--- src/rtl/game_pkg.sv ---
// Shared game types: coordinate width, bomb slot states and a coordinate distance helper.
package game_pkg;

    localparam int unsigned COORD_W = 6;
    localparam int unsigned FUSE_W  = 8;

    typedef enum logic [1:0] {
        FREE    = 2'd0,
        ARMED   = 2'd1,
        PENDING = 2'd2
    } slot_state_t;

    // Absolute difference of two map coordinates, one bit wider so nothing wraps.
    function automatic logic [COORD_W:0] absdiff(input logic [COORD_W-1:0] a,
                                                 input logic [COORD_W-1:0] b);
        logic [COORD_W:0] ea;
        logic [COORD_W:0] eb;
        ea = {1'b0, a};
        eb = {1'b0, b};
        return (ea >= eb) ? (ea - eb) : (eb - ea);
    endfunction

endpackage

--- src/rtl/bomb_slot.sv ---
// One bomb slot: holds position and fuse, walks FREE -> ARMED -> PENDING -> FREE.
module bomb_slot
    import game_pkg::*;
#(
    parameter int unsigned FUSE_TICKS = 8
) (
    input  logic               clock,
    input  logic               reset,
    input  logic               tick,
    input  logic               alloc,
    input  logic               select,
    input  logic [COORD_W-1:0] load_x,
    input  logic [COORD_W-1:0] load_y,
    output slot_state_t        state,
    output logic [COORD_W-1:0] x,
    output logic [COORD_W-1:0] y
);

    slot_state_t        state_nxt;
    logic [FUSE_W-1:0]  fuse;
    logic [FUSE_W-1:0]  fuse_nxt;
    logic [COORD_W-1:0] x_nxt;
    logic [COORD_W-1:0] y_nxt;

    // Next-state: load on alloc, count fuse on tick, release once selected.
    always_comb begin
        state_nxt = state;
        fuse_nxt  = fuse;
        x_nxt     = x;
        y_nxt     = y;
        case (state)
            FREE: begin
                if (alloc) begin
                    state_nxt = ARMED;
                    fuse_nxt  = FUSE_W'(FUSE_TICKS);
                    x_nxt     = load_x;
                    y_nxt     = load_y;
                end
            end
            ARMED: begin
                if (tick) begin
                    fuse_nxt = fuse - FUSE_W'(1);
                    if (fuse == FUSE_W'(1)) begin
                        state_nxt = PENDING;
                    end
                end
            end
            PENDING: begin
                if (select) begin
                    state_nxt = FREE;
                end
            end
            default: state_nxt = FREE;
        endcase
    end

    // Slot registers with synchronous active-low reset.
    always_ff @(posedge clock) begin
        if (!reset) begin
            state <= FREE;
            fuse  <= '0;
            x     <= '0;
            y     <= '0;
        end else begin
            state <= state_nxt;
            fuse  <= fuse_nxt;
            x     <= x_nxt;
            y     <= y_nxt;
        end
    end

endmodule

--- src/rtl/stun_detector.sv ---
// Bomb tracker and stun generator for one player.
// Optional immunity window after a stun is enabled by defining STUN_IMMUNITY_EN.
module stun_detector
    import game_pkg::*;
#(
    parameter int unsigned NUM_BOMBS    = 4,
    parameter int unsigned FUSE_TICKS   = 8,
    parameter int unsigned STUN_TICKS   = 6,
    parameter int unsigned BLAST_RADIUS = 2
`ifdef STUN_IMMUNITY_EN
    ,
    parameter int unsigned IMMUNE_TICKS = 4
`endif
) (
    input  logic               clock,
    input  logic               reset,
    input  logic               tick,
    input  logic               bombRequested,
    input  logic [COORD_W-1:0] bombX,
    input  logic [COORD_W-1:0] bombY,
    input  logic [COORD_W-1:0] playerX,
    input  logic [COORD_W-1:0] playerY,
    output logic               bombAccepted,
    output logic               explosionValid,
    output logic [COORD_W-1:0] explosionX,
    output logic [COORD_W-1:0] explosionY,
    output logic [3:0]         activeBombs,
    output logic               stunnedEffect
);

    localparam int unsigned CNT_W = 8;
    localparam int unsigned ACT_W = 4;
    localparam int unsigned RAD_W = COORD_W + 1;

    slot_state_t                       slot_state [NUM_BOMBS];
    logic [NUM_BOMBS-1:0][COORD_W-1:0] slot_x;
    logic [NUM_BOMBS-1:0][COORD_W-1:0] slot_y;
    logic [COORD_W-1:0][NUM_BOMBS-1:0] xcol;
    logic [COORD_W-1:0][NUM_BOMBS-1:0] ycol;
    logic [NUM_BOMBS-1:0] is_free;
    logic [NUM_BOMBS-1:0] is_pend;
    logic [NUM_BOMBS-1:0] match;
    logic [NUM_BOMBS-1:0] alloc_vec;
    logic [NUM_BOMBS-1:0] sel_vec;
    logic [COORD_W-1:0]   sel_x;
    logic [COORD_W-1:0]   sel_y;
    logic                 accept;
    logic                 pend_found;
    logic                 hit;
    logic                 hit_q;
    logic                 load_ok;
    logic [CNT_W-1:0]     stun_cnt;
    logic [CNT_W-1:0]     stun_nxt;

    // Slot array plus per-slot status and coordinate transposition for the select mux.
    for (genvar g = 0; g < NUM_BOMBS; g++) begin : g_slot
        bomb_slot #(
            .FUSE_TICKS(FUSE_TICKS)
        ) u_slot (
            .clock (clock),
            .reset (reset),
            .tick  (tick),
            .alloc (alloc_vec[g] & accept),
            .select(sel_vec[g]),
            .load_x(bombX),
            .load_y(bombY),
            .state (slot_state[g]),
            .x     (slot_x[g]),
            .y     (slot_y[g])
        );
        assign is_free[g] = (slot_state[g] == FREE);
        assign is_pend[g] = (slot_state[g] == PENDING);
        assign match[g]   = !is_free[g] && (slot_x[g] == bombX) && (slot_y[g] == bombY);
        for (genvar b = 0; b < COORD_W; b++) begin : g_bit
            assign xcol[b][g] = slot_x[g][b];
            assign ycol[b][g] = slot_y[g][b];
        end
    end

    // Lowest-index priority encoders for allocation and detonation.
    assign alloc_vec  = is_free & (~is_free + NUM_BOMBS'(1));
    assign sel_vec    = is_pend & (~is_pend + NUM_BOMBS'(1));
    assign pend_found = |is_pend;

    for (genvar b = 0; b < COORD_W; b++) begin : g_sel
        assign sel_x[b] = |(xcol[b] & sel_vec);
        assign sel_y[b] = |(ycol[b] & sel_vec);
    end

    // A slot frees only after its select edge, so it never looks FREE to the same-cycle request.
    assign accept       = reset && bombRequested && (|is_free) && !(|match);
    assign bombAccepted = accept;

    // Square (Chebyshev) blast test against the player position in the select cycle.
    assign hit = pend_found
              && (absdiff(sel_x, playerX) <= RAD_W'(BLAST_RADIUS))
              && (absdiff(sel_y, playerY) <= RAD_W'(BLAST_RADIUS));

`ifdef STUN_IMMUNITY_EN
    logic [CNT_W-1:0] imm_cnt;
    logic [CNT_W-1:0] imm_nxt;
    assign load_ok = hit_q && (imm_cnt == '0);
`else
    assign load_ok = hit_q;
`endif

    // Stun countdown: a hit reloads (and beats a same-cycle tick), otherwise count down on tick.
    always_comb begin
        stun_nxt = stun_cnt;
`ifdef STUN_IMMUNITY_EN
        imm_nxt = imm_cnt;
        if (tick && (imm_cnt != '0)) begin
            imm_nxt = imm_cnt - CNT_W'(1);
        end
`endif
        if (load_ok) begin
            stun_nxt = CNT_W'(STUN_TICKS);
        end else if (tick && (stun_cnt != '0)) begin
            stun_nxt = stun_cnt - CNT_W'(1);
`ifdef STUN_IMMUNITY_EN
            if (stun_cnt == CNT_W'(1)) begin
                imm_nxt = CNT_W'(IMMUNE_TICKS);
            end
`endif
        end
    end

`ifdef STUN_IMMUNITY_EN
    // Immunity window register.
    always_ff @(posedge clock) begin
        if (!reset) begin
            imm_cnt <= '0;
        end else begin
            imm_cnt <= imm_nxt;
        end
    end
`endif

    // Registered explosion, hit, occupancy and stun outputs.
    always_ff @(posedge clock) begin
        if (!reset) begin
            explosionValid <= 1'b0;
            explosionX     <= '0;
            explosionY     <= '0;
            hit_q          <= 1'b0;
            activeBombs    <= '0;
            stun_cnt       <= '0;
            stunnedEffect  <= 1'b0;
        end else begin
            explosionValid <= pend_found;
            explosionX     <= sel_x;
            explosionY     <= sel_y;
            hit_q          <= hit;
            activeBombs    <= activeBombs + ACT_W'(accept) - ACT_W'(pend_found);
            stun_cnt       <= stun_nxt;
            stunnedEffect  <= (stun_nxt != '0);
        end
    end

endmodule

--- config.mk ---
export PLATFORM = sky130hd
export DESIGN_NAME = stun_detector
export DESIGN_NICKNAME = d
export VERILOG_FILES = /design/src/rtl/game_pkg.sv /design/src/rtl/bomb_slot.sv /design/src/rtl/stun_detector.sv
export SDC_FILE = /design/constraint.sdc
export NUM_CORES = 1
export LEC_CHECK = 0
export ABC_AREA = 1
export CAP_MARGIN = 20
export CORE_MARGIN = 4
export CORE_UTILIZATION = 55
export CTS_CLUSTER_SIZE = 8
export DETAILED_ROUTE_END_ITERATION = 6
export DONT_BUFFER_PORTS = 1
export PLACE_DENSITY_LB_ADDON = 0.1
export SETUP_SLACK_MARGIN = 0.4
export SLEW_MARGIN = 20
export SYNTH_ARGS = -nofsm -noshare
export SYNTH_HDL_FRONTEND = slang
export SYNTH_SLANG_ARGS = --single-unit
--- constraint.sdc ---
create_clock -name clock -period 3.1 [get_ports clock]
set_clock_uncertainty 0.2 [all_clocks]
set_input_delay 0.62 -clock clock [delete_from_list [all_inputs] [get_ports clock]]
set_output_delay 0.62 -clock clock [all_outputs]
set_load 0.02 [all_outputs]
; Yosys cells after proc, flatten, opt, wreduce, memory -nomap -nowiden
; Index checks and enable logic that the tools add are counted.
[totals]
ff_bits = 115
latchBits = 0
ramBits = 0
romBits = 0
output_inout_bits = 19
n_memories = 0
[classes]
addsub = 13
mul = 0
div_mod_pow = 0
n_lt_le_gt_ge = 4
eq_ne = 36
shift = 0
n_mux = 36
n_bitwise = 20
n_reduce_logical = 56
[op_table]
columns = cell, n
row1 = $mux W8, 10
row2 = $pmux W8 S2, 4
row3 = $reduce_or A4 Y1, 15
row4 = $and A4 B4 Y4, 14
row5 = $eq A6 B6 Y1, 8
row6 = $sub A8 B1 Y8 const B, 5
row7 = $eq A8 B1 Y1 const B, 4
row8 = $mux W2, 16
row9 = $sub A6 B6 Y7, 4
row10 = $ne A2 B1 Y1 const B, 12
row11 = $pmux W2 S3, 4
row12 = $reduce_and A4 Y1, 4
row13 = $reduce_bool A8 Y1, 2
row14 = $le A7 B2 Y1 const B, 2
row15 = $logic_and A1 B1 Y1, 14
row16 = $mux W7, 2
row17 = $ge A6 B6 Y1, 2
row18 = $reduce_and A3 Y1, 4
row19 = $add A4 B1 Y4 const B, 2
row20 = $eq A2 B1 Y1 const B, 4
row21 = $eq A2 B2 Y1 const B, 4
row22 = $logic_not A2 Y1, 4
row23 = $ne A2 B2 Y1 const B, 4
row24 = $not A4 Y4, 2
row25 = other kinds (6), 19

; Logic depth before layout (Yosys ltp)
; Gate-level depths: netlist of run 1.
[logic_depth]
depth_word = 11
ltp_mapped = 28
ltp_nobuf = 26

; By module
; From an unflattened synthesis of run 1, not the netlist that was laid out.
[hier_totals]
hier_cells = 1084
hier_area_um2 = 7211.9
[modules_own_cells]
columns = mod, n_inst, cells_each, area_per_inst_um2, seq_area_each_um2
row1 = bomb_slot, 4, 126, 940.9, 440.4
row2 = stun_detector, 1, 580, 3448.3, 540.5

; Worst setup path before layout of run 1
; No wires, ideal clock.
[synth_path]
path_kind = reg-to-reg
start = reg g_slot[2].u_slot.state[1]
end = reg hit_q
setup_ps = 64
arrival_ps = 2817
t_required_ps = 2836
slack_ps = 19
stages_incl_launch_ff = 25
period_less_slack_ps = 3081
path_cell_list = dfxtp_1 inv_1 nor2_1 nor2_1 inv_1 nor2_1 inv_1 buf_2 nor2_1 nor3_1 inv_1 ha_1 nand2_1 inv_1 nand2_1 nand2_1 nand2_2 nand3_2 inv_2 nand2_1 a21oi_1 nand3_1 nor2_1 nand3_1 nor2_1
[synth_between]
elab_cells_between_ends = 41
cone_classes = 5 x add/sub / 4 x order compare / 1 x eq/ne / 2 x mux / 14 x bitwise / 15 x reduce/logical
[synth_rtl]
columns = item, line_no
row1 = start: declaration, bomb_slot.sv:14  ; output slot_state_t state,
row2 = start signal: assignment, bomb_slot.sv:65  ; state <= state_nxt;
row3 = $eq A2 B2 Y1 (*), stun_detector.sv:72  ; assign is_pend[g] = (slot_state[g] == PENDING);
row4 = $not A4 Y4, stun_detector.sv:82  ; assign sel_vec = is_pend & (~is_pend + NUM_BOMBS'(1));
row5 = $add A4 B1 Y4, stun_detector.sv:82
row6 = $and A4 B4 Y4 (*), stun_detector.sv:82
row7 = $and A4 B4 Y4 (*), stun_detector.sv:87  ; assign sel_y[b] = |(ycol[b] & sel_vec);
row8 = $reduce_or A4 Y1 (*), stun_detector.sv:87
row9 = net sel_y[1], stun_detector.sv:46  ; logic [COORD_W-1:0] sel_y;
row10 = $sub A6 B6 Y7 or $ge A6 B6 Y1 (tied branches), game_pkg.sv:20  ; return (ea >= eb) ? (ea - eb) : (eb - ea);
row11 = $mux W7 (*), game_pkg.sv:20
row12 = $le A7 B2 Y1 (*), stun_detector.sv:97  ; && (absdiff(sel_y, playerY) <= RAD_W'(BLAST_RADIUS));
row13 = $logic_and A1 B1 Y1 (*), stun_detector.sv:97
row14 = end signal: assignment, stun_detector.sv:153  ; hit_q <= hit;
row15 = end: declaration, stun_detector.sv:50  ; logic hit_q;
; Mark *: on every way through the listed nets, which the timed path passes. The rest lies on a longest branch.
; A chain may end at the register's enable or synchronous reset.

; Worst setup path after layout of run 1
[layout_path]
start = reg g_slot[0].u_slot.state[0]
end = reg hit_q
[layout_between]
elab_chain_len = 11
elab_cells_between_ends = 41
cone_classes = 5 x add/sub / 4 x order compare / 1 x eq/ne / 2 x mux / 14 x bitwise / 15 x reduce/logical
[layout_lines]
columns = item, line_no
row1 = start: declaration, bomb_slot.sv:14
row2 = start signal: assignment, bomb_slot.sv:65
row3 = $eq A2 B2 Y1 (*), stun_detector.sv:72
row4 = $not A4 Y4, stun_detector.sv:82
row5 = $add A4 B1 Y4, stun_detector.sv:82
row6 = $and A4 B4 Y4, stun_detector.sv:82
row7 = $and A4 B4 Y4, stun_detector.sv:86  ; assign sel_x[b] = |(xcol[b] & sel_vec);
row8 = $reduce_or A4 Y1, stun_detector.sv:86
row9 = $sub A6 B6 Y7 or $ge A6 B6 Y1 (tied branches), game_pkg.sv:20
row10 = $mux W7, game_pkg.sv:20
row11 = $le A7 B2 Y1, stun_detector.sv:96  ; && (absdiff(sel_x, playerX) <= RAD_W'(BLAST_RADIUS))
row12 = $logic_and A1 B1 Y1, stun_detector.sv:96
row13 = $logic_and A1 B1 Y1 (*), stun_detector.sv:97
; Every way passes the cells marked *; elsewhere a longest branch is shown, timed or not.

==> run metrics, run 1 <==
total negative setup slack=0 ns; first-pass GRT wire length=roughly 32000 microns; Num Clock Sinks=115; Worst Setup SP=g_slot[0].u_slot.state[0]; post-layout util=about 68%; Startpoint Class=flip-flop; status=finished clean; hold_sp=reset; Yosys cell types=46; I/O Buffers=0; dpl hpwl=about 13000 microns; Pre-antenna DRT Iters=5; Setup Viol. Count Final=0; initial core utilization=approximately 57%; Reg area=~2300 sq um; Clock Pin Slew Worst Setup and Hold Paths=approximately 0.05 ns; max_cap viols=0; Via Count=6883; Syn. warnings=0; minimum clock period=3.00 ns; relative slew slack=between 60% and 70%; grt ovf=0; share of cells above drive strength 1=around 17%; Worst Reg-to-Reg Cells=23; mean post-synth cell area=just under 7 sq um; footprint of the multi-input gates=roughly 4500 sq um; most area-hungry cell type in the Yosys netlist=dfxtp_1; total power=about 4.6 mW; Fillers=~1100; peak supply drop=~340 uV; reg2reg start=g_slot[0].u_slot.state[0]; gpl congestion=~0.97; CTS tree=yes; Max FO, Critical Path=5; Critical Path Sink Type=flip-flop; initial drt markers=approximately 500; Gate Count Post-Synth=around 1100; WP data required=between 3 and 4 ns; pin count of the biggest net entering global routing=a little under 60; Die Wd=~120 microns; syn_nets=1144; RSZ-0062 raised after global routing=yes; clk buf depth=2; area grow syn2layout=19.4%; netlist area before placement=between 7000 and 8000 sq um; flops & latches, synth=roughly 120; sequential share of the synthesized area=between 30% and 40%; WL final=~19000 microns; Die H=approximately 120 microns; Slew @ Worst Pin=0.571 ns; fin crit share=between 90% and 100%; Clock Latency Late Sink=around 0.4 ns; leakage=3.84 nW; WL/cell=around 15 microns; vias in the first global route=6531; Setup Crit Path Kind=flip-flop to flip-flop; Final Hold Fails=0; critical path arrival=between 3 and 4 ns; vias per inst=approximately 5.3; # nets final=around 1200; Hold Crit Class=input port to flip-flop; fmax=~330 MHz; htree depth=4; ANT nets after route=0; post-synth top area share=about a third; Final Max Tran Viols=0; antenna diode count=0; Site Rows=about 40; Synth area leaders=dfxtp_1 (32%), nand2_1 (8.9%), nor2_1 (7.7%); Post-route DRC=0; power per cell area=~520 nW/um^2; initial antenna violation count=0; Die Area=roughly 15000 sq um; root buffer cell=clkbuf_16; core area=about 13000 sq um; Top Ports=47; Hold Crit Depth=2; Total GRT Usage=between 20% and 30%; TritonCTS Buffers=17
critical path, stage by stage, from the launching register on:
cell and delay (ns):
dfxtp_2 0.33, inv_2 0.05, nand2_4 0.10, nand2_4 0.06, nor2_4 0.08, inv_2 0.04
nor2_2 0.10, inv_2 0.08, buf_4 0.15, nor2_4 0.10, nor3_4 0.06, ha_1 0.22
fa_2 0.37, nor2_1 0.11, nor2_1 0.08, nor2_1 0.13, nor2_1 0.07, nand2_1 0.07
nand3_1 0.08, nor2_1 0.10, nand3_1 0.09, nor2_1 0.12, nand3_1 0.07, nor2_1 0.08
cells by family after synthesis:
| family | count (synthesis) | synth area share, % |
|---|---|---|
| compound gates | 218 | 15.7 |
| buf+inv | 198 | 11.6 |
| xor+xnor | 48 | 5.77 |
| mux | 1 | 0.137 |
| fa+ha+maj | 42 | 7.73 |
| simple gates | 452 | 27.4 |
| flops | 115 | 31.6 |
cell usage in the layout, fill, tap and decap left out, drive strengths merged, types with 2 or more instances in the layout:
cell and n:
ha 37, nand3 80, a21oi 108, nand4 9
o22ai 14, clkinvlp 2, xor2 28, clkinv 8
dfxtp 115, nand3b 2, bufinv 3, a211oi 2
xnor2 20, buf 50, fa 5, o21bai 3
or2 8, nor4 3, nor2 153, inv 155
nand2 180, nor3 16, o21ai 84, clkbuf 23
power by group:
| group | switching (mW) | leakage (nW) | internal, mW |
|---|---|---|---|
| logic | 0.502 | 2.60 | 0.342 |
| registers | 0.0886 | 0.935 | 1.57 |
| clock network | 0.688 | 0.305 | 1.36 |
| total | 1.28 | 3.84 | 3.28 |
metrics by stage:
step	hold slack [ns]	std cells	cell area, sq um	setup WS, ns
6_report	0.109	1289	8700	0.0953
5_1_grt	0.109	1289	8700	-0.0633
4_1_cts	0.0918	1282	8560	0.183
3_5_place_dp	0.276	1232	7560	-0.0607
3_3_place_gp	0.270	1232	7560	-0.0570
2_1_floorplan	0.254	1074	7410	0.328
final cells by class:
cell class              instances  area share [%]
clock inverters                 9            1.44
clock buffers                  23            5.73
inverters                     159            6.94
flip-flops and latches        115            26.5
repair buffers                 50            4.95
multi-input cells             761            51.9
well taps                     172            2.47
what timing repair did:
item,CTS,global route
resized for setup,57,27
pin swaps,34,13
endpoints found under the setup margin,2,8
setup buffers,18,7
hold buffers,0,0
cells in the mapped netlist (all sizes together):
cell,number
nand2,180
inv,156
nor2,153
dfxtp,115
a21oi,108
o21ai,84
nand3,80
ha,37
xor2,28
buf,24
xnor2,20
nor3,16
clkbuf,15
o22ai,14
nand4,9
or2,8
fa,5
clkinv,3
nor4,3
o21bai,3
a211oi,2
nand3b,2
a21boi,1
a21o,1
a41oi,1
and2,1
mux2i,1
o21a,1
o221ai,1
o311ai,1
o31ai,1
flip-flops by register name, indices dropped and copies added, names as in the netlist:
signal               cells
stunnedEffect            1
g_slot.u_slot.fuse      32
explosionY               6
explosionX               6
activeBombs              4
g_slot.u_slot.state      8
g_slot.u_slot.x         24
explosionValid           1
hit_q                    1
stun_cnt                 8
g_slot.u_slot.y         24
metal layers:
layer | track usage, % | share of wire [%]
met3 | 7.32 | 6.0
met4 | 7.06 | 0.94
met5 | 0 | 0
met1 | 33.3 | 46
met2 | 43.4 | 47
path summary, 6_finish.rpt:
path	endpoint	slack [ns]
setup / recovery	hit_q	0.1
hold / removal	activeBombs[1]	0.11
setup reg to reg	hit_q	0.1
hold reg to reg	g_slot[1].u_slot.fuse[0]	0.28
Note: power is estimated with default switching activity, not from simulation.
==> run 2, diff against run 1 <==
--- a/config.mk
+++ b/config.mk
@@ -6,6 +6,7 @@
 export NUM_CORES = 1
 export LEC_CHECK = 0
 export ABC_AREA = 1
+export ABC_CLOCK_PERIOD_IN_PS = 3100
 export CAP_MARGIN = 20
 export CORE_MARGIN = 4
 export CORE_UTILIZATION = 55
==> results of run 2 <==
Final layout, timing and power as in run 1 (identical DEF).
==> run 3, diff against run 2 <==
--- a/config.mk
+++ b/config.mk
@@ -10,7 +10,7 @@
 export CAP_MARGIN = 20
 export CORE_MARGIN = 4
 export CORE_UTILIZATION = 55
-export CTS_CLUSTER_SIZE = 8
+export CTS_CLUSTER_SIZE = 40
 export DETAILED_ROUTE_END_ITERATION = 6
 export DONT_BUFFER_PORTS = 1
 export PLACE_DENSITY_LB_ADDON = 0.1
==> results of run 3 <==
Final layout, timing and power as in run 1 (identical DEF).
